==> config.mk <==
export PLATFORM = sky130hd
export DESIGN_NAME = mips_muldiv_unit
export DESIGN_NICKNAME = d
export VERILOG_FILES = /design/src/rtl/mips_muldiv_unit.sv
export SDC_FILE = /design/constraint.sdc
export NUM_CORES = 1
export LEC_CHECK = 0
export BUFFER_PORTS_ARGS = -buffer_cell sky130_fd_sc_hd__buf_2
export CAP_MARGIN = 20
export CORE_MARGIN = 4
export CORE_UTILIZATION = 35
export DETAILED_ROUTE_END_ITERATION = 10
export GPL_ROUTABILITY_DRIVEN = 0
export PLACE_DENSITY_LB_ADDON = 0.1
export SYNTH_ARGS = -nofsm -noshare
export SYNTH_HDL_FRONTEND = slang
export SYNTH_SLANG_ARGS = --single-unit
==> constraint.sdc <==
create_clock -name clk -period 5 [get_ports clk]
set_clock_uncertainty 0.1 [all_clocks]
set_input_delay 1 -clock clk [delete_from_list [all_inputs] [get_ports clk]]
set_output_delay 1 -clock clk [all_outputs]
set_load 0.02 [all_outputs]
==> src/rtl/mips_muldiv_unit.sv <==
// mips_muldiv_unit: iterative multiply/divide unit owning the HI/LO pair.
// Flow: IDLE -> PREP (magnitudes, signs) -> RUN (one bit per clock) -> FIX
// (sign correction, HI/LO write, done pulse).
// Optional build macro MIPS_MULDIV_EARLY_TERM_EN: a multiply leaves RUN as
// soon as the remaining multiplier bits are all zero.
module mips_muldiv_unit #(
    parameter int WIDTH = 32,
    parameter int CNT_W = 6
) (
    input  logic             clk,
    input  logic             reset_n,
    input  logic             start,
    input  logic [1:0]       op,
    input  logic [WIDTH-1:0] a,
    input  logic [WIDTH-1:0] b,
    input  logic             hi_we,
    input  logic             lo_we,
    input  logic [WIDTH-1:0] wdata,
    output logic             busy,
    output logic             done,
    output logic [WIDTH-1:0] hi,
    output logic [WIDTH-1:0] lo,
    input  logic [1:0]       dbg_sel,
    output logic [WIDTH-1:0] dbg_dat
);

    typedef enum logic [1:0] {
        S_IDLE = 2'b00,
        S_PREP = 2'b01,
        S_RUN  = 2'b10,
        S_FIX  = 2'b11
    } state_t;

    state_t             r_state;
    state_t             w_next;

    logic [1:0]         r_op;       // op[1]: divide, op[0]: signed
    logic [WIDTH-1:0]   r_x;        // multiplicand (magnitude after PREP)
    logic [WIDTH-1:0]   r_y;        // multiplier (shifting) or divisor
    logic [WIDTH-1:0]   r_a_org;    // dividend as issued, for divide-by-zero
    logic [WIDTH-1:0]   r_acc;      // product high half / partial remainder
    logic [WIDTH-1:0]   r_q;        // product low half / dividend->quotient
    logic               r_neg_q;
    logic               r_neg_r;
    logic [CNT_W-1:0]   r_cnt;
    logic [WIDTH-1:0]   r_hi;
    logic [WIDTH-1:0]   r_lo;
    logic               r_done;
    logic [WIDTH-1:0]   r_opcnt;

    logic [WIDTH-1:0]   w_x_mag;
    logic [WIDTH-1:0]   w_y_mag;
    logic [WIDTH:0]     w_sum;
    logic [WIDTH:0]     w_rem_sh;
    logic               w_ge;
    logic [WIDTH-1:0]   w_sub;
    logic [2*WIDTH-1:0] w_prod;
    logic [2*WIDTH-1:0] w_prod_s;
    logic [WIDTH-1:0]   w_quo;
    logic [WIDTH-1:0]   w_rem;
    logic               w_mul_early;
    logic               w_run_exit;

    assign w_x_mag  = (r_op[0] && r_x[WIDTH-1]) ? -r_x : r_x;
    assign w_y_mag  = (r_op[0] && r_y[WIDTH-1]) ? -r_y : r_y;

    // Shift-add step: add multiplicand when the current multiplier LSB is set,
    // then shift the {acc, q} pair right by one.
    assign w_sum    = {1'b0, r_acc} + (r_y[0] ? {1'b0, r_x} : '0);

    // Restoring-division step: shift next dividend bit into the remainder and
    // subtract the divisor if it fits. The difference is always < divisor, so
    // the low WIDTH bits of the wrap-around subtraction are exact.
    assign w_rem_sh = {r_acc, r_q[WIDTH-1]};
    assign w_ge     = (w_rem_sh >= {1'b0, r_y});
    assign w_sub    = w_rem_sh[WIDTH-1:0] - r_y;

`ifdef MIPS_MULDIV_EARLY_TERM_EN
    // On early exit r_cnt is left holding the number of skipped iterations,
    // which is exactly how far the product still has to be shifted down.
    assign w_mul_early = !r_op[1] && (r_y[WIDTH-1:1] == '0);
    assign w_prod      = {r_acc, r_q} >> r_cnt;
`else
    assign w_mul_early = 1'b0;
    assign w_prod      = {r_acc, r_q};
`endif

    assign w_run_exit = (r_cnt == '0) || w_mul_early;
    assign w_prod_s   = r_neg_q ? -w_prod : w_prod;
    assign w_quo      = r_neg_q ? -r_q : r_q;
    assign w_rem      = r_neg_r ? -r_acc : r_acc;

    // State register.
    always_ff @(posedge clk or negedge reset_n) begin
        if (!reset_n) r_state <= S_IDLE;
        else          r_state <= w_next;
    end

    // Next-state logic.
    always_comb begin
        w_next = r_state;
        unique case (r_state)
            S_IDLE: if (start) w_next = S_PREP;
            S_PREP: w_next = S_RUN;
            S_RUN:  if (w_run_exit) w_next = S_FIX;
            S_FIX:  w_next = S_IDLE;
            default: w_next = S_IDLE;
        endcase
    end

    // Datapath, HI/LO, done pulse and operation counter.
    always_ff @(posedge clk or negedge reset_n) begin
        if (!reset_n) begin
            r_op    <= '0;
            r_x     <= '0;
            r_y     <= '0;
            r_a_org <= '0;
            r_acc   <= '0;
            r_q     <= '0;
            r_neg_q <= 1'b0;
            r_neg_r <= 1'b0;
            r_cnt   <= '0;
            r_hi    <= '0;
            r_lo    <= '0;
            r_done  <= 1'b0;
            r_opcnt <= '0;
        end else begin
            r_done <= 1'b0;
            unique case (r_state)
                S_IDLE: begin
                    if (hi_we) r_hi <= wdata;
                    if (lo_we) r_lo <= wdata;
                    if (start) begin
                        r_op    <= op;
                        r_x     <= a;
                        r_y     <= b;
                        r_a_org <= a;
                    end
                end
                S_PREP: begin
                    r_x     <= w_x_mag;
                    r_y     <= w_y_mag;
                    r_neg_q <= r_op[0] & (r_x[WIDTH-1] ^ r_y[WIDTH-1]);
                    r_neg_r <= r_op[0] & r_x[WIDTH-1];
                    r_acc   <= '0;
                    r_q     <= r_op[1] ? w_x_mag : '0;
                    r_cnt   <= CNT_W'(WIDTH - 1);
                end
                S_RUN: begin
                    if (!r_op[1]) begin
                        r_acc <= w_sum[WIDTH:1];
                        r_q   <= {w_sum[0], r_q[WIDTH-1:1]};
                        r_y   <= r_y >> 1;
                    end else if (w_ge) begin
                        r_acc <= w_sub;
                        r_q   <= {r_q[WIDTH-2:0], 1'b1};
                    end else begin
                        r_acc <= w_rem_sh[WIDTH-1:0];
                        r_q   <= {r_q[WIDTH-2:0], 1'b0};
                    end
                    if (!w_run_exit) r_cnt <= r_cnt - CNT_W'(1);
                end
                S_FIX: begin
                    if (!r_op[1]) begin
                        {r_hi, r_lo} <= w_prod_s;
                    end else if (r_y == '0) begin
                        r_hi <= r_a_org;
                        r_lo <= '1;
                    end else begin
                        r_hi <= w_rem;
                        r_lo <= w_quo;
                    end
                    r_done  <= 1'b1;
                    r_opcnt <= r_opcnt + WIDTH'(1);
                end
                default: ;
            endcase
        end
    end

    assign busy = (r_state != S_IDLE);
    assign done = r_done;
    assign hi   = r_hi;
    assign lo   = r_lo;

    // Debug readout mux.
    always_comb begin
        dbg_dat = '0;
        unique case (dbg_sel)
            2'b00: dbg_dat = r_hi;
            2'b01: dbg_dat = r_lo;
            2'b10: dbg_dat = WIDTH'({r_state, r_cnt});
            2'b11: dbg_dat = r_opcnt;
            default: dbg_dat = '0;
        endcase
    end

endmodule

# Word level (Yosys, flattened, before mapping)

Index checks and enable logic that the tools add are counted.

Bitwise gates (word level): 3
Reductions and logical operators: 18
Equal/unequal tests: 13
Mux-type cells: 33
Magnitude comparators: 1
$add $sub $neg: 9

Operators with widths:

| cell                                                                | number |
|---|---|
| 32-bit two-way mux                                                  | 18 |
| 32-bit one-hot mux with 2 select lines                              | 5 |
| 32-bit negation                                                     | 4 |
| 32-bit one-hot mux with 4 select lines                              | 1 |
| 32-bit one-hot mux with 3 select lines                              | 1 |
| 64-bit two-way mux                                                  | 1 |
| 64-bit negation                                                     | 1 |
| 32-bit by 32-bit adder with 33-bit output                           | 1 |
| 33-bit by 32-bit >= comparator with 1-bit output                    | 1 |
| 32-bit by 1-bit adder with 32-bit output (second input constant)    | 1 |
| 32-bit zero test                                                    | 1 |
| 32-bit subtractor                                                   | 1 |
| 2-bit != test (second input constant)                               | 7 |
| 6-bit one-hot mux with 2 select lines                               | 1 |
| 2-bit AND reduction                                                 | 6 |
| 2-bit == test (second input constant)                               | 4 |
| 2-bit one-hot mux with 4 select lines                               | 1 |
| 2-bit nonzero test                                                  | 4 |
| 6-bit zero test                                                     | 1 |
| 6-bit two-way mux                                                   | 1 |
| 6-bit by 1-bit subtractor with 6-bit output (second input constant) | 1 |
| 2-bit by 1-bit == test with 1-bit output (second input constant)    | 2 |
| 2-bit zero test                                                     | 2 |
| 2-bit two-way mux                                                   | 2 |
| 6 further kinds                                                     | 9 |

Register bits: 269
Output and inout bits: 98
Input bits: 105
Word-level logic and storage cells: 91

# Logic depth before layout (Yosys ltp)

Depth in word-level cells: 5
Depth in mapped cells: 14
Mapped depth without buffers: 14

# Least setup slack after synthesis

Ideal clock, no wire load.

Path kind: input port to output port
Start point: input dbg_sel[0]
End point: output dbg_dat[10]
Path buffers: 3
Required time: 3900 ps
Data arrival time: 2874 ps
Slack: 1026 ps
Cell stages on the path: 5
Cells stage by stage: clkbuf_1 clkbuf_1 buf_1 mux2i_1 o21ai_0

Cells in the longest elaborated chain, start to end: 2
Elaborated cells between the ends (all ways): 5

RTL lines:

| item                                        | line | text |
|---|---|---|
| start: declaration                          | 23   | `input logic [1:0] dbg_sel,` |
| 2-bit == test, or another cell as far along | 189  | `unique case (dbg_sel)` |
| 32-bit one-hot mux with 4 select lines *    | 189  |  |
| end: declaration                            | 24   | `output logic [WIDTH-1:0] dbg_dat` |

Every way passes the cells marked *; elsewhere a longest branch is shown, timed or not.

# Worst setup path in the final report

Start point: register r_y[0]
End point: register r_acc[30]

Cells in the longest elaborated chain, start to end: 4
Elaborated cells between the ends (all ways): 7

RTL lines:

| item                                                                                   | line    | text |
|---|---|---|
| start: declaration                                                                     | 39      | `logic [WIDTH-1:0] r_y;` |
| start signal: assignment                                                               | 142     | `r_y <= w_y_mag;` |
| start signal: assignment                                                               | 153     | `r_y <= r_y >> 1;` |
| 32-bit two-way mux, or another cell as far along                                       | 69      | `assign w_sum = {1'b0, r_acc} + (r_y[0] ? {1'b0, r_x} : '0);` |
| 32-bit by 32-bit adder with 33-bit output / 32-bit two-way mux (equally long branches) | 69, 154 |  |
| 32-bit two-way mux *                                                                   | 150     | `if (!r_op[1]) begin` |
| 32-bit one-hot mux with 2 select lines *                                               | 129     | `unique case (r_state)` |
| end signal: assignment                                                                 | 151     | `r_acc <= w_sum[WIDTH:1];` |
| end signal: assignment                                                                 | 155     | `r_acc <= w_sub;` |
| end signal: assignment                                                                 | 158     | `r_acc <= w_rem_sh[WIDTH-1:0];` |
| end: declaration                                                                       | 41      | `logic [WIDTH-1:0] r_acc;` |

Marked as above.
A chain may end at the register's enable or synchronous reset.

==> summary.txt <==
Status: finished, final reports clean
CTS buffer count: 36
Max Freq: 0.2388 GHz
Endpoints failing setup: 0
N_diodes: 0
Clk root buf: clkbuf_16
Tot GR Track Use: 25.70%
CTS Hold Bufs: 0
Worst hold endpoint: r_opcnt[31]$_DFFE_PN0P_
Mux cell area share after synthesis: 5.209%
Vias: 20420
Max_cap viols: 0
Core area: 58910 µm²
First-pass GRT wire length: 125900 µm
Synth Area in Simple Gates: 19.94%
Initial Utilization: 35.35%
Crit share post-route: 83.74%
Synth area leader: dfrtp_1
Relative slew slack: 37.31%
VDD IR max: 0.2869 mV
Sw frac: 53.48%
Final Max Slew Viols: 0
Critical path launch point type: register
Post-CTS Setup Bufs: 0
Syn Inst Count: 2594
Die outline height: 251.9 µm
Via-to-Cell Ratio: 5.866
Share of cells above drive strength 1: 14.03%
# rows: 89
Chip width: 251.9 µm
WL/cell: 24.49 µm
Dpl ws: 919.8 ps
Reg power frac: 23.8%
RSZ-0062 raised after global routing: false
Final Hold Fails: 0
#FFs+latches synth: 269
Via count of the first global-routing pass: 19370
Synth unique cells: 73
Pin count of the biggest net entering global routing: 99
Reg-to-Reg End: r_acc[30]$_DFFE_PN0N_
Nets: 2870
Pre-antenna DRT Iters: 6
CP arrival: 4520 ps
Post-synth ARST share: 100.0%
Die area: 63460 µm²
# port buffers: 202
Syn nets: 2777
Sequential fraction of the synthesis area: 32.33%
Final HPWL DP: 65600 µm
Main combinational cell family by area after synthesis: compound AO/OA/AOI/OAI gates
Synth area leaders: dfrtp_1 (32%), nand2_1 (6.8%), o21ai_0 (6.5%), xnor2_1 (5.5%), ha_1 (4.6%)
Area Overhead vs Synth: 13.62%
Initial DRC Count: 1943
Post-Route Setup TNS: 0 ps
Pwr dens: 847.3 nW/µm²
Most common cell in the netlist: nand2_1
Post-synth EDFFs: 0
CP Max Fanout: 33
Critical Path End Type: register
Ys flop type: dfrtp_1
Clock Power Share: 12.9%
Post-Synth XOR/XNOR Area: 8.706%
Setup ws final: 813.2 ps
Cell area after layout: 23660 µm²
Tmin final: 4187 ps
Pint: 0.009326 W
Clock transition at the registers of the reported paths: 60 ps
Worst hold start: r_opcnt[31]$_DFFE_PN0P_
Initial antenna violation count: 1
Hold Path Stages: 1
Ys Warns: 0
Leakage: 10.42 nW
Io pins: 203
CTS-repair resized insts: 0
# DRC: 0
Flop2flop setup slack: 810 ps
Clk buf depth: 3
Placed cell area: 22510 µm²
CTS tree: built
DRT antenna net count: 0
Fillcell total: 6075
Commonest cells in the netlist: nand2_1 (375), o21ai_0 (272), dfrtp_1 (269), clkbuf_1 (175), a21oi_1 (156)
Final Hold Slack: 377.3 ps
Post-Synth Adder-Cell Area: 4.759%
Hold WC Path Type: reg -> reg
H-Tree Level Count: 2
Post-Route WL: 85230 µm
Final core utilization: 40.16%
P_sw: 0.01072 W
Syn Std Cell Area: 20820 µm²
Comb power frac: 63.3%
Later-pin clock latency in the skew report: 570 ps
Grt total ovfl: 0
Worst r2r path cells: 12
Average size of a mapped cell: 8.028 µm²
R2r startpoint: r_y[0]$_DFFE_PN0P_
Yosys top cell area share: 32.33%
Crit path required time: 5330 ps
Clock tree sinks: 269
Compound-Gate Fraction of Synth Area: 24.20%
Critical setup path kind: reg -> reg
Worst Tran Pin Value: 940.3 ps
-- logic make-up (layout without fill, tap and decap cells) --
family / count (synthesis) / in the layout
buffers and inverters: 268 / 382
multiplexers: 94 / 94
XOR/XNOR: 207 / 207
adder cells (fa/ha/maj): 78 / 78
AO/OA/AOI/OAI: 800 / 800
flip-flops: 269 / 269
AND/OR/NAND/NOR: 878 / 878
-- cell type report --
| cell class | instances | area, µm² | share of cell area [%] |
|---|---|---|---|
| Multi-Input combinational cell | 2057 | 13130 | 55.49 |
| Sequential cell | 269 | 6736 | 28.47 |
| Timing Repair Buffer | 253 | 1416 | 5.986 |
| Clock buffer | 49 | 1041 | 4.400 |
| Tap cell | 773 | 967.2 | 4.088 |
| Inverter | 70 | 262.8 | 1.111 |
| Clock inverter | 10 | 107.6 | 0.4548 |
-- through the flow --
stage	total power, W	instances
CTS	0.01995	3481
floorplan	0.01295	2594
finish	0.02005	3481
global placement	0.01719	3422
detailed placement	0.01730	3422
global route	0.02144	3481
-- flip-flops by register name (all words and copies together) (netlist names) --
register / cells
done: 1
hi: 32
lo: 32
r_a_org: 32
r_acc: 32
r_cnt: 6
r_neg_q: 1
r_neg_r: 1
r_op: 2
r_opcnt: 32
r_q: 32
r_state: 2
r_x: 32
r_y: 32
-- worst max-delay path, stage by stage (launching register included) --
cell	delay [ps]
dfrtp_1	370
buf_4	230
and2_1	180
ha_1	350
a2111oi_0	410
o21ai_0	260
a21oi_1	390
o21ai_0	280
a221oi_1	460
o221ai_1	280
a211oi_1	350
xnor2_1	110
a211o_1	290
-- metal layers --
layer  global-route usage [%]  wire length (µm)
met1                    35.32             37270
met2                    42.36             39760
met3                    3.268              5326
met4                    8.086              2869
met5                        0                 0
-- power groups by stage --
stage	sequential, W	combinational (W)	clock, W
floorplan	0.00418	0.00878	0
global placement	0.00475	0.0124	0
detailed placement	0.00478	0.0125	0
CTS	0.00474	0.0126	0.00264
global route	0.00488	0.0138	0.00273
finish	0.00477	0.0127	0.00259
-- layout by cell type (no fill, tap or decap), types with 38 or more instances in the layout --
cell / n
a21oi_1: 154
a221oi_1: 39
and3_1: 47
buf_2: 201
buf_4: 50
dfrtp_1: 267
ha_1: 72
inv_1: 68
mux2i_1: 51
nand2_1: 374
nand3_1: 62
nor2_1: 155
nor3_1: 38
o21ai_0: 272
o22ai_1: 57
xnor2_1: 131
xor2_1: 76
-- how the worst max path moves through the flow --
stage                       startpoint                    end  slack [ps]  cells past startpoint
floorplan                   dbg_sel[0]            dbg_dat[10]        1030                      5
global placement    r_y[0]$_DFFE_PN0P_  r_acc[30]$_DFFE_PN0N_        1020                     12
detailed placement  r_y[0]$_DFFE_PN0P_  r_acc[30]$_DFFE_PN0N_         920                     12
CTS                 r_y[0]$_DFFE_PN0P_  r_acc[30]$_DFFE_PN0N_         930                     12
global route        r_y[0]$_DFFE_PN0P_  r_acc[30]$_DFFE_PN0N_         620                     12
finish              r_y[0]$_DFFE_PN0P_  r_acc[30]$_DFFE_PN0N_         810                     12
Note: power is estimated with default switching activity, not from simulation.
